<file path="src/rtl/mem_wb_stage_if.sv">
// Data-memory request/response bus between mem_wb_stage and the data cache.
// The stage is the master; the memory answers with data_resp/data_rdata.
interface mem_wb_stage_if;
  logic        data_read;
  logic        data_write;
  logic [31:0] data_addr;
  logic [3:0]  data_mbe;
  logic [31:0] data_wdata;
  logic [31:0] data_rdata;
  logic        data_resp;

  modport master (
    output data_read, data_write, data_addr,
    output data_mbe, data_wdata,
    input  data_rdata, data_resp
  );

  modport slave (
    input  data_read, data_write, data_addr,
    input  data_mbe, data_wdata,
    output data_rdata, data_resp
  );
endinterface

</file>
<file path="src/rtl/mem_wb_stage.sv">
// Memory + writeback stage of the rv32i pipeline.
// Issues one data access at a time and produces the regfile write bus.
module mem_wb_stage #(
  parameter int unsigned TIMEOUT_CYCLES = 0
) (
  input  logic          clk,
  input  logic          rst,
  input  logic          ex_valid,
  output logic          ex_ready,
  input  logic [2:0]    ex_funct3,
  input  logic          ex_mem_read,
  input  logic          ex_mem_write,
  input  logic          ex_load_regfile,
  input  logic [4:0]    ex_rd,
  input  logic [2:0]    ex_wb_sel,
  input  logic [31:0]   ex_alu_out,
  input  logic          ex_br_en,
  input  logic [31:0]   ex_u_imm,
  input  logic [31:0]   ex_pc,
  input  logic [31:0]   ex_rs2_out,
  mem_wb_stage_if.master dmem,
  output logic [4:0]    rd_wb,
  output logic          load_regfile_wb,
  output logic [31:0]   regfilemux_out_wb,
  output logic          misalign_err,
  output logic          timeout_err
);

  typedef enum logic {IDLE, MEM} state_e;

  typedef struct packed {
    logic [2:0] funct3;
    logic       is_load;
    logic       lrf;
    logic [4:0] rd;
    logic [1:0] off;
  } mem_req_t;

  state_e      state_q, state_d;
  mem_req_t    req_q, req_d;
  logic [31:0] cnt_q, cnt_d;
  logic        rd_q, rd_d, wr_q, wr_d;
  logic [31:0] addr_q, addr_d;
  logic [3:0]  mbe_q, mbe_d;
  logic [31:0] wdat_q, wdat_d;
  logic [4:0]  rdwb_q, rdwb_d;
  logic        lrf_q, lrf_d;
  logic [31:0] wbv_q, wbv_d;
  logic        mis_q, mis_d;
  logic        tmo_q, tmo_d;

  logic        is_mem, misal;
  logic [31:0] wb_val, ld_sh, ld_val;
  logic [3:0]  st_mbe;
  logic [31:0] st_wdat;

  assign ex_ready = (state_q == IDLE);
  assign is_mem   = ex_mem_read | ex_mem_write;
  assign misal    = ((ex_funct3[1:0] == 2'b10)
                     & (ex_alu_out[1:0] != 2'b00))
                  | ((ex_funct3[1:0] == 2'b01)
                     & ex_alu_out[0]);

  always_comb begin
    wb_val = ex_alu_out;
    unique case (1'b1)
      (ex_wb_sel == 3'd1): wb_val = {31'b0, ex_br_en};
      (ex_wb_sel == 3'd2): wb_val = ex_u_imm;
      (ex_wb_sel == 3'd3): wb_val = ex_pc + 32'd4;
      default: ;
    endcase
  end

  always_comb begin
    st_mbe  = 4'b1111;
    st_wdat = ex_rs2_out;
    unique case (ex_funct3[1:0])
      2'b00: begin
        st_mbe  = 4'b0001 << ex_alu_out[1:0];
        st_wdat = {4{ex_rs2_out[7:0]}};
      end
      2'b01: begin
        st_mbe  = 4'b0011 << ex_alu_out[1:0];
        st_wdat = {2{ex_rs2_out[15:0]}};
      end
      default: ;
    endcase
  end

  assign ld_sh = dmem.data_rdata >> {req_q.off, 3'b000};

  always_comb begin
    ld_val = ld_sh;
    unique case (req_q.funct3)
      3'b000: ld_val = {{24{ld_sh[7]}}, ld_sh[7:0]};
      3'b001: ld_val = {{16{ld_sh[15]}}, ld_sh[15:0]};
      3'b100: ld_val = {24'b0, ld_sh[7:0]};
      3'b101: ld_val = {16'b0, ld_sh[15:0]};
      default: ;
    endcase
  end

  always_comb begin
    state_d = state_q;
    req_d   = req_q;
    cnt_d   = cnt_q;
    rd_d    = rd_q;
    wr_d    = wr_q;
    addr_d  = addr_q;
    mbe_d   = mbe_q;
    wdat_d  = wdat_q;
    rdwb_d  = rdwb_q;
    wbv_d   = wbv_q;
    lrf_d   = 1'b0;
    mis_d   = 1'b0;
    tmo_d   = 1'b0;
    unique case (state_q)
      IDLE: begin
        if (ex_valid) begin
          if (!is_mem) begin
            rdwb_d = ex_rd;
            wbv_d  = wb_val;
            lrf_d  = ex_load_regfile & (ex_rd != 5'd0);
          end else if (misal) begin
            mis_d = 1'b1;
          end else begin
            state_d        = MEM;
            req_d.funct3   = ex_funct3;
            req_d.is_load  = ex_mem_read;
            req_d.lrf      = ex_load_regfile;
            req_d.rd       = ex_rd;
            req_d.off      = ex_alu_out[1:0];
            cnt_d          = 32'd0;
            rd_d           = ex_mem_read;
            wr_d           = ex_mem_write & ~ex_mem_read;
            addr_d         = {ex_alu_out[31:2], 2'b00};
            mbe_d          = ex_mem_read ? 4'b1111 : st_mbe;
            wdat_d         = st_wdat;
          end
        end
      end
      MEM: begin
        if (dmem.data_resp) begin
          state_d = IDLE;
          rd_d    = 1'b0;
          wr_d    = 1'b0;
          if (req_q.is_load) begin
            rdwb_d = req_q.rd;
            wbv_d  = ld_val;
            lrf_d  = req_q.lrf & (req_q.rd != 5'd0);
          end
        end else if ((TIMEOUT_CYCLES != 0)
                     && (cnt_q == TIMEOUT_CYCLES - 1)) begin
          state_d = IDLE;
          rd_d    = 1'b0;
          wr_d    = 1'b0;
          tmo_d   = 1'b1;
        end else begin
          cnt_d = cnt_q + 32'd1;
        end
      end
      default: state_d = IDLE;
    endcase
  end

  always_ff @(posedge clk) begin
    if (rst) begin
      state_q <= IDLE;
      req_q   <= '0;
      cnt_q   <= '0;
      rd_q    <= 1'b0;
      wr_q    <= 1'b0;
      addr_q  <= '0;
      mbe_q   <= '0;
      wdat_q  <= '0;
      rdwb_q  <= '0;
      lrf_q   <= 1'b0;
      wbv_q   <= '0;
      mis_q   <= 1'b0;
      tmo_q   <= 1'b0;
    end else begin
      state_q <= state_d;
      req_q   <= req_d;
      cnt_q   <= cnt_d;
      rd_q    <= rd_d;
      wr_q    <= wr_d;
      addr_q  <= addr_d;
      mbe_q   <= mbe_d;
      wdat_q  <= wdat_d;
      rdwb_q  <= rdwb_d;
      lrf_q   <= lrf_d;
      wbv_q   <= wbv_d;
      mis_q   <= mis_d;
      tmo_q   <= tmo_d;
    end
  end

  assign dmem.data_read     = rd_q;
  assign dmem.data_write    = wr_q;
  assign dmem.data_addr     = addr_q;
  assign dmem.data_mbe      = mbe_q;
  assign dmem.data_wdata    = wdat_q;
  assign rd_wb              = rdwb_q;
  assign load_regfile_wb    = lrf_q;
  assign regfilemux_out_wb  = wbv_q;
  assign misalign_err       = mis_q;
  assign timeout_err        = tmo_q;

endmodule

</file>
<file path="src/flat_wrapper.sv">
// flat-port wrapper written by rule: the top's interface ports become plain ports
module mem_wb_stage_flat 
#(
  parameter int unsigned TIMEOUT_CYCLES = 0
)
  (clk, rst, ex_valid, ex_ready, ex_funct3, ex_mem_read, ex_mem_write, ex_load_regfile, ex_rd, ex_wb_sel, ex_alu_out, ex_br_en, ex_u_imm, ex_pc, ex_rs2_out, rd_wb, load_regfile_wb, regfilemux_out_wb, misalign_err, timeout_err, dmem_data_read, dmem_data_write, dmem_data_addr, dmem_data_mbe, dmem_data_wdata, dmem_data_rdata, dmem_data_resp);
  mem_wb_stage_if dmem_i ();
  input  logic clk;
  input  logic rst;
  input  logic ex_valid;
  output logic ex_ready;
  input  logic [2:0] ex_funct3;
  input  logic ex_mem_read;
  input  logic ex_mem_write;
  input  logic ex_load_regfile;
  input  logic [4:0] ex_rd;
  input  logic [2:0] ex_wb_sel;
  input  logic [31:0] ex_alu_out;
  input  logic ex_br_en;
  input  logic [31:0] ex_u_imm;
  input  logic [31:0] ex_pc;
  input  logic [31:0] ex_rs2_out;
  output logic [4:0] rd_wb;
  output logic load_regfile_wb;
  output logic [31:0] regfilemux_out_wb;
  output logic misalign_err;
  output logic timeout_err;
  output wire logic [$bits(dmem_i.data_read)-1:0] dmem_data_read;
  output wire logic [$bits(dmem_i.data_write)-1:0] dmem_data_write;
  output wire logic [$bits(dmem_i.data_addr)-1:0] dmem_data_addr;
  output wire logic [$bits(dmem_i.data_mbe)-1:0] dmem_data_mbe;
  output wire logic [$bits(dmem_i.data_wdata)-1:0] dmem_data_wdata;
  input wire logic [$bits(dmem_i.data_rdata)-1:0] dmem_data_rdata;
  input wire logic [$bits(dmem_i.data_resp)-1:0] dmem_data_resp;
  assign dmem_data_read = dmem_i.data_read;
  assign dmem_data_write = dmem_i.data_write;
  assign dmem_data_addr = dmem_i.data_addr;
  assign dmem_data_mbe = dmem_i.data_mbe;
  assign dmem_data_wdata = dmem_i.data_wdata;
  assign dmem_i.data_rdata = dmem_data_rdata;
  assign dmem_i.data_resp = dmem_data_resp;
  mem_wb_stage #(.TIMEOUT_CYCLES(TIMEOUT_CYCLES)) u_core (.clk(clk), .rst(rst), .ex_valid(ex_valid), .ex_ready(ex_ready), .ex_funct3(ex_funct3), .ex_mem_read(ex_mem_read), .ex_mem_write(ex_mem_write), .ex_load_regfile(ex_load_regfile), .ex_rd(ex_rd), .ex_wb_sel(ex_wb_sel), .ex_alu_out(ex_alu_out), .ex_br_en(ex_br_en), .ex_u_imm(ex_u_imm), .ex_pc(ex_pc), .ex_rs2_out(ex_rs2_out), .dmem(dmem_i), .rd_wb(rd_wb), .load_regfile_wb(load_regfile_wb), .regfilemux_out_wb(regfilemux_out_wb), .misalign_err(misalign_err), .timeout_err(timeout_err));
endmodule
</file>
<file path="config.mk">
export PLATFORM = sky130hd
export DESIGN_NAME = mem_wb_stage_flat
export DESIGN_NICKNAME = d
export VERILOG_FILES = /design/src/rtl/mem_wb_stage_if.sv /design/src/rtl/mem_wb_stage.sv /design/src/flat_wrapper.sv
export SDC_FILE = /design/constraint.sdc
export NUM_CORES = 1
export LEC_CHECK = 0
export CAP_MARGIN = 25
export CORE_MARGIN = 2
export CORE_UTILIZATION = 47
export CTS_CLUSTER_SIZE = 20
export DETAILED_ROUTE_END_ITERATION = 12
export GPL_TIMING_DRIVEN = 0
export PLACE_DENSITY = 0.92
export SLEW_MARGIN = 5
export SYNTH_ARGS = -nofsm -noshare
export SYNTH_HDL_FRONTEND = slang
export SYNTH_SLANG_ARGS = --single-unit
</file>
<file path="constraint.sdc">
create_clock -name clk -period 3.7 [get_ports clk]
set_clock_uncertainty 0.2 [all_clocks]
set_input_delay 0.74 -clock clk [delete_from_list [all_inputs] [get_ports clk]]
set_output_delay 0.74 -clock clk [all_outputs]
set_load 0.01 [all_outputs]
</file>
==> results by group <==
Status
  • Outcome: complete, no violations

Logic synthesis
  • Post-synth top cells: nand2_1 (213), dfxtp_1 (120), a21oi_1 (81), o21ai_0 (58), clkbuf_1 (56)
  • Synthesized area per cell: 7.50 um2
  • Post-synth EDFFs: 0
  • Post-synth ARST share: 0
  • Top-count cell post-synth: nand2_1
  • Post-Syn Area: 6780 um2
  • Register bit total from synthesis: 120
  • Yosys top cell area share: 0.354
  • Syn. warnings: 0
  • Post-synth top flop: dfxtp_1
  • Yosys cell types: 64
  • Sequential fraction of the synthesis area: 0.354
  • Leading area contributor after synthesis: dfxtp_1
  • Mapped Cells: 904
  • Largest cells by area after synthesis: dfxtp_1 (35%), nand2_1 (12%), a21oi_1 (6.0%), mux2i_1 (5.5%), o21ai_0 (4.3%)

Place
  • Final RePlAce weighted congestion: 1.05
  • DP HPWL: 24.3 mm
  • DP Worst Slack: -133 ps
  • PortBufs: 284

Worst setup path
  • CP Launch Type: input pin
  • CP Max Fanout: 10
  • R2R Path Start: u_core.state_q$_SDFF_PP0_
  • Signal arrival time at the worst endpoint: 3730 ps
  • Max incr delay on CP: 970 ps
  • Setup crit end kind: register
  • Critical path type: input pin to register
  • FF-to-FF End: u_core.regfilemux_out_wb[28]$_SDFFE_PP0P_
  • CP required: 3840 ps
  • Reg2Reg Setup Slack: 510 ps
  • Worst-path cell chain: clkdlybuf4s50_1, nor4b_1, nor2_1, clkbuf_1, nor3_1, nand2_1, o21ai_0
  • FF-to-FF path depth: 7
  • Slowest cell on crit path: nor4b_1

Finish
  • Layout cells sized above 1: 0.0499
  • Area delta synth->final: 54.3%
  • Multi-input logic area: 4080 um2
  • Fillers: 1058
  • Nets: 1389
  • Register area: 2400 um2

Hold path
  • Worst Hold Class: register to register
  • Hold depth: 2
  • Min-Delay Startpoint: u_core.regfilemux_out_wb[19]$_SDFFE_PP0P_
  • Hold path endpoint: u_core.regfilemux_out_wb[19]$_SDFFE_PP0P_

Die
  • Core Footprint: 14000 um2
  • I/O Pins: 290
  • Die Wd: 124 um
  • Initial core utilization: 0.485
  • Die H: 124 um
  • Core Rows: 43
  • Full die area: 15400 um2

Routing
  • Detailed Routing Iterations Pass 1: 8
  • Total routed wirelength: 32.0 mm
  • Via count: 8645
  • Via/cell ratio: 6.16
  • Wire length on met2: 14.2 mm
  • Final ANT Viol Nets: 0
  • Starting DRT DRC Count: 998
  • Met1 WL: 11.3 mm
  • Met3 Routed Length: 4.20 mm
  • DRC viols: 0
  • Max layer used: met4
  • WL/cell: 22.8 um

Flow run
  • Max-cap violations: 0

Clock network
  • CTS clk-pin slew, worst paths: 50 ps
  • Clock Latency Late Sink: 430 ps
  • Resized Gates After CTS: 0
  • Setup bufs post-CTS: 0
  • CTS Buf Count: 17
  • Post-cts hold buffer count: 0
  • CTS Root Cell: clkbuf_16
  • CTS tree: built
  • H-tree Lvls: 4
  • Maximum root-to-sink buffer count: 2
  • Sink Count: 120

GRT
  • Largest net degree at the start of global routing: 17
  • Tot GR Track Use: 0.411
  • Grt total ovfl: 0
  • Global-route wire length before repair: 46.5 mm
  • Vias in the first global route: 8277
  • Initial antenna violation count: 1

STA
  • Final Setup Violations: 0
  • Post-route minimum period: 3590 ps
  • Tcrit/Tclk final: 0.971
  • F_max: 278 MHz
  • Slew headroom: 0.277
  • Max-slew violations: 0
  • Worst slew pin tran: 1070 ps
  • PnR worst setup slack: 108 ps
  • RSZ-0062 raised after global routing: no
  • Final hold violations: 0

Power
  • Peak supply drop: 0.401 mV
  • Total power draw: 4.07 mW
  • Pwr dens: 389 nW/um2
  • Static leakage: 3.66 nW
## layer usage
layer  vias up  track usage
met5         -            0
met2       631        0.645
met3       148        0.175
met1      3988        0.453
met4         0        0.270
li1       3878            -
## area by class of cell
type	instances	share of cell area
diodes	1	0.000239
plain buffers	71	0.0270
clock buffers	19	0.0424
clock inverters	13	0.0146
inverters	8	0.00287
multi-input cells	707	0.390
flip-flops and latches	120	0.230
well taps	180	0.0215
repair buffers	284	0.272
## cell usage in the layout, fill, tap and decap left out, types with 9 or more instances in the layout
cell and count:
a211oi_1 23, a21oi_1 81, a221oi_1 10, a22oi_1 9, a311oi_1 11, clkbuf_1 57, clkbuf_16 17, clkdlybuf4s50_1 284
dfxtp_1 120, mux2_2 10, mux2i_1 37, nand2_1 213, nand3_1 13, nor2_1 53, nor3_1 21, nor4_1 9
o211ai_1 30, o21ai_0 58, xnor2_1 11
## registers in the layout, indices dropped and copies added, names as in the netlist
signal / flops
u_core.req_q: 12
u_core.dmem.data_addr: 30
u_core.dmem.data_mbe: 4
u_core.dmem.data_wdata: 32
u_core.dmem.data_write: 1
u_core.load_regfile_wb: 1
u_core.regfilemux_out_wb: 32
u_core.dmem.data_read: 1
u_core.rd_wb: 5
u_core.misalign_err: 1
u_core.state_q: 1
## how the worst max path moves through the flow
stage | startpoint | cells after the start | slack (ps) | to
2_1_floorplan | ex_pc[7] | 6 | 1050 | u_core.regfilemux_out_wb[15]$_SDFFE_PP0P_
3_3_place_gp | ex_funct3[0] | 8 | -40 | u_core.dmem.data_addr[24]$_SDFFE_PP0P_
3_5_place_dp | ex_mem_read | 7 | -130 | u_core.regfilemux_out_wb[28]$_SDFFE_PP0P_
4_1_cts | ex_mem_read | 7 | 250 | u_core.regfilemux_out_wb[28]$_SDFFE_PP0P_
5_1_grt | ex_funct3[0] | 8 | 20 | u_core.dmem.data_addr[26]$_SDFFE_PP0P_
6_report | ex_mem_read | 7 | 110 | u_core.regfilemux_out_wb[28]$_SDFFE_PP0P_
## worst max-delay path: cells and delay by family
kind	cells	cell delay, ps
AOI/OAI and AO/OA	1	220
buffers and inverters	2	870
and+or+nand+nor	4	1910
## power breakdown
part	total (mW)	internal, mW	switching, mW
logic	0.953	0.451	0.502
clock network	1.70	1.07	0.625
registers	1.42	1.37	0.0519
total	4.07	2.89	1.18
## logic make-up after synthesis
family	synth area share
and+or+nand+nor	0.245
AOI/OAI and AO/OA	0.255
DFF	0.354
buffers and inverters	0.0461
muxes	0.0746
xor gates and xnor gates	0.0220
adders and majority gates	0.00185
other	0.000553
## stage by stage
stage	hold WS [ps]	setup TNS, ps	util	cells	instance area (um2)
after floorplan	237	0	-	906	6790
after global routing	272	0	0.747	1402	10500
final	250	0	0.748	1403	10500
after global placement	238	-312	0.704	1370	9850
after detailed placement	243	-1400	0.705	1370	9860
after CTS	253	0	0.747	1402	10500
No activity file was read; power rests on OpenSTA's default activity.
==> patch 1: new RTL, same settings <==
`addr_q` no longer has a reset.
--- a/src/rtl/mem_wb_stage.sv
+++ b/src/rtl/mem_wb_stage.sv
@@ -171,5 +171,4 @@
       rd_q    <= 1'b0;
       wr_q    <= 1'b0;
-      addr_q  <= '0;
       mbe_q   <= '0;
       wdat_q  <= '0;
@@ -185,5 +184,4 @@
       rd_q    <= rd_d;
       wr_q    <= wr_d;
-      addr_q  <= addr_d;
       mbe_q   <= mbe_d;
       wdat_q  <= wdat_d;
@@ -194,4 +192,8 @@
       tmo_q   <= tmo_d;
     end
+  end
+
+  always_ff @(posedge clk) begin
+    addr_q <= addr_d;
   end
 
Check against the original RTL: not equivalent (Yosys sat finds a counterexample within 4 cycles, from zero or initial values and one cycle with rst high).
==> patch 1 against the original RTL <==
- wire length is 14% lower
- worst setup slack better by 160 ps
- fmax grew 4.8%
- design area decreased by 2.8%
- combinational power shrank 7.6%
- largest power group unchanged
- area after synthesis shrank 4.1%
- sequential power increased by 4%
- synthesized cell count down 14%
- non-clock buffer count down 14
- sequential cell count is the same
- power fell by 1.1%
- highest routed layer unchanged
- register-to-register slack gained 310 ps
==> patch 1: results (changes against the original RTL) <==
Area contributors post-synth dfxtp_1 (28%), edfxtp_1 (14%), mux2i_1 (7.1%); sequential power share 36.6% (+1.6 points); Place WS -342.9 ps (-210.2 ps); Post-synth EDFFs 30 (+30); multiplexer area fraction after synthesis 7.947% (+0.49 points); post-synthesis xor/xnor area fraction 3.637% (+1.4 points); placed wire-length estimate 20.83 mm (-14%); Port Buf Inserts 282 (-0.70%); layout cells sized above 1 5.601% (+0.61 points); DRT Pass-1 Iters 5 (-3); run status complete, no violations; drt total wl 27.58 mm (-14%); number of global-route vias before repair 7420 (-10%); fin nets 1257 (-9.5%); Post-Syn Instances 774 (-14%); Compound-Gate Fraction of Synth Area 21.82% (-3.7 points); Total GRT Usage 36.79% (-4.3 points); crit-path max cell delay 670 ps (-300 ps); Final Cycle Share 92.63% (-4.5 points); Fill cells 987 (-6.7%); Internal Power 2940 uW (+1.6%); R2R depth 6 (-1); critical path arrival 3570 ps (-160 ps); worst-case vdd ir drop 0.3115 mV (-22%); Synth cell types 66 (+3.1%); worst-margin pin slew 725.1 ps (-344.4 ps); Detailed Route Iter0 Violations 904 (-9.4%)
==> patch 1: area by class of cell <==
class	instances	area [um2]	area share [%]
Inverter	9	33.78	0.3325
Buffer	59	281.5	2.771
Clock buffer	24	503.0	4.950
Antenna cell	2	5.005	0.04925
Multi-Input combinational cell	588	3503	34.48
Clock inverter	7	88.84	0.8743
Tap cell	176	220.2	2.167
Timing Repair Buffer	282	2823	27.78
Sequential cell	120	2703	26.60
==> patch 1: stage by stage <==
| stage | hold slack (ps) | setup TNS [ps] | utilization (%) |
|---|---|---|---|
| after global placement | 236.4 | -13160 | 71.29 |
| after global routing | 279.3 | 0 | 75.79 |
| final | 260.5 | 0 | 75.83 |
| after detailed placement | 246.6 | -12560 | 71.29 |
| after floorplan | 236.8 | 0 | - |
| after CTS | 259.1 | 0 | 75.70 |
==> patch 1: metal layers <==
layer	track usage, %	vias up	share of wire [%]
met1	38.94	3520	34
met5	0	-	0
li1	-	3433	-
met4	21.62	0	5.7
met3	12.22	111	12
met2	63.80	575	49
==> patch 2: new RTL, same settings <==
Made on the original files. Reset style: asynchronous (`rst`), changed in one clocked block.
--- a/src/rtl/mem_wb_stage.sv
+++ b/src/rtl/mem_wb_stage.sv
@@ -164,5 +164,5 @@
   end
 
-  always_ff @(posedge clk) begin
+  always_ff @(posedge clk or posedge rst) begin
     if (rst) begin
       state_q <= IDLE;
Behaviour: differs if rst is asserted again (counterexample within 4 cycles, from zero or initial values and one cycle with rst high); with rst held inactive, the same outputs for 4 cycles.
==> patch 2 against the original RTL <==
- worst setup slack better by 520 ps
- sequential cell count stayed put
- register-to-register slack better by 630 ps
- area after synthesis is 0.35% lower
- sequential share of layout area is 5.8 points higher
- wire length is 15% lower
- fmax is 17% higher
- core utilization is 0.11 points higher
- design area is 0.24% lower
- global-route usage is 5.7 points lower
Power is not compared: it rests on default switching activity, and its combinational part moved more than twofold at a synthesized area within 25%.
==> patch 2: results (changes against the original RTL) <==
first-pass GRT wire length 40.18 mm (-14%); fin nets 1292 (-7.0%); number of global-route vias before repair 7397 (-11%); Non-clock buffers 341 (-3.9%); Adder-Cell Fraction of Synth Area 0.1852% (+0.00065 points); crit path launch ex_wb_sel[0]; Seq/total area 28.78% (+5.8 points); Post-Syn Instances 802 (-11%); hold endpoint u_core.dmem.data_addr[14]; placed wire-length estimate 20.86 mm (-14%); Area contributors post-synth dfrtp_1 (44%), nand2_1 (13%), mux2i_1 (6.8%); M2 GR Usage 58.55% (-6.0 points); area of the multi-input gates 3503 um2 (-14%); most instantiated cells after synthesis nand2_1 (227), dfrtp_1 (120), nor2_1 (59); critical path arrival 3150 ps (-580 ps); run status complete, no violations; Compound-Gate Fraction of Synth Area 16.93% (-8.6 points); worst r2r src u_core.state_q; clk tree area frac 4.965% (-0.73 points); largest net degree at the start of global routing 40 (+23); Slowest-stage cell, CP clkdlybuf4s50_1; Fill cells 1026 (-3.0%); initial antenna violation count 0 (-1); layout cells sized above 1 5.798% (+0.81 points); worst-margin pin slew 881.8 ps (-187.8 ps); Detailed Route Iter0 Violations 649 (-35%)
-- patch 2: worst max-delay path: cells and delay by family --
family	cells	cell delay, ps
AND/OR/NAND/NOR	1	340
AO/OA/AOI/OAI	2	670
buffers and inverters	3	1390
-- patch 2: per-stage QoR --
step                setup slack [ps]  hold slack, ps  power (uW)  utilization (%)  cell area [um2]
global placement               131.3           256.7        4197            70.72             9854
floorplan                       1291           245.9        2932                -             6766
CTS                            749.4           275.4        5777            74.87            10430
finish                         629.5           269.6        5800            74.87            10430
detailed placement             328.6           262.8        4266            71.15             9915
global route                   589.2           287.8        6069            74.87            10430
-- patch 2: layer usage --
| layer | vias up | routed length [um] |
|---|---|---|
| li1 | 3416 | - |
| met1 | 3563 | 9776 |
| met2 | 490 | 12680 |
| met3 | 110 | 3345 |
| met4 | 0 | 1491 |
| met5 | - | 0 |
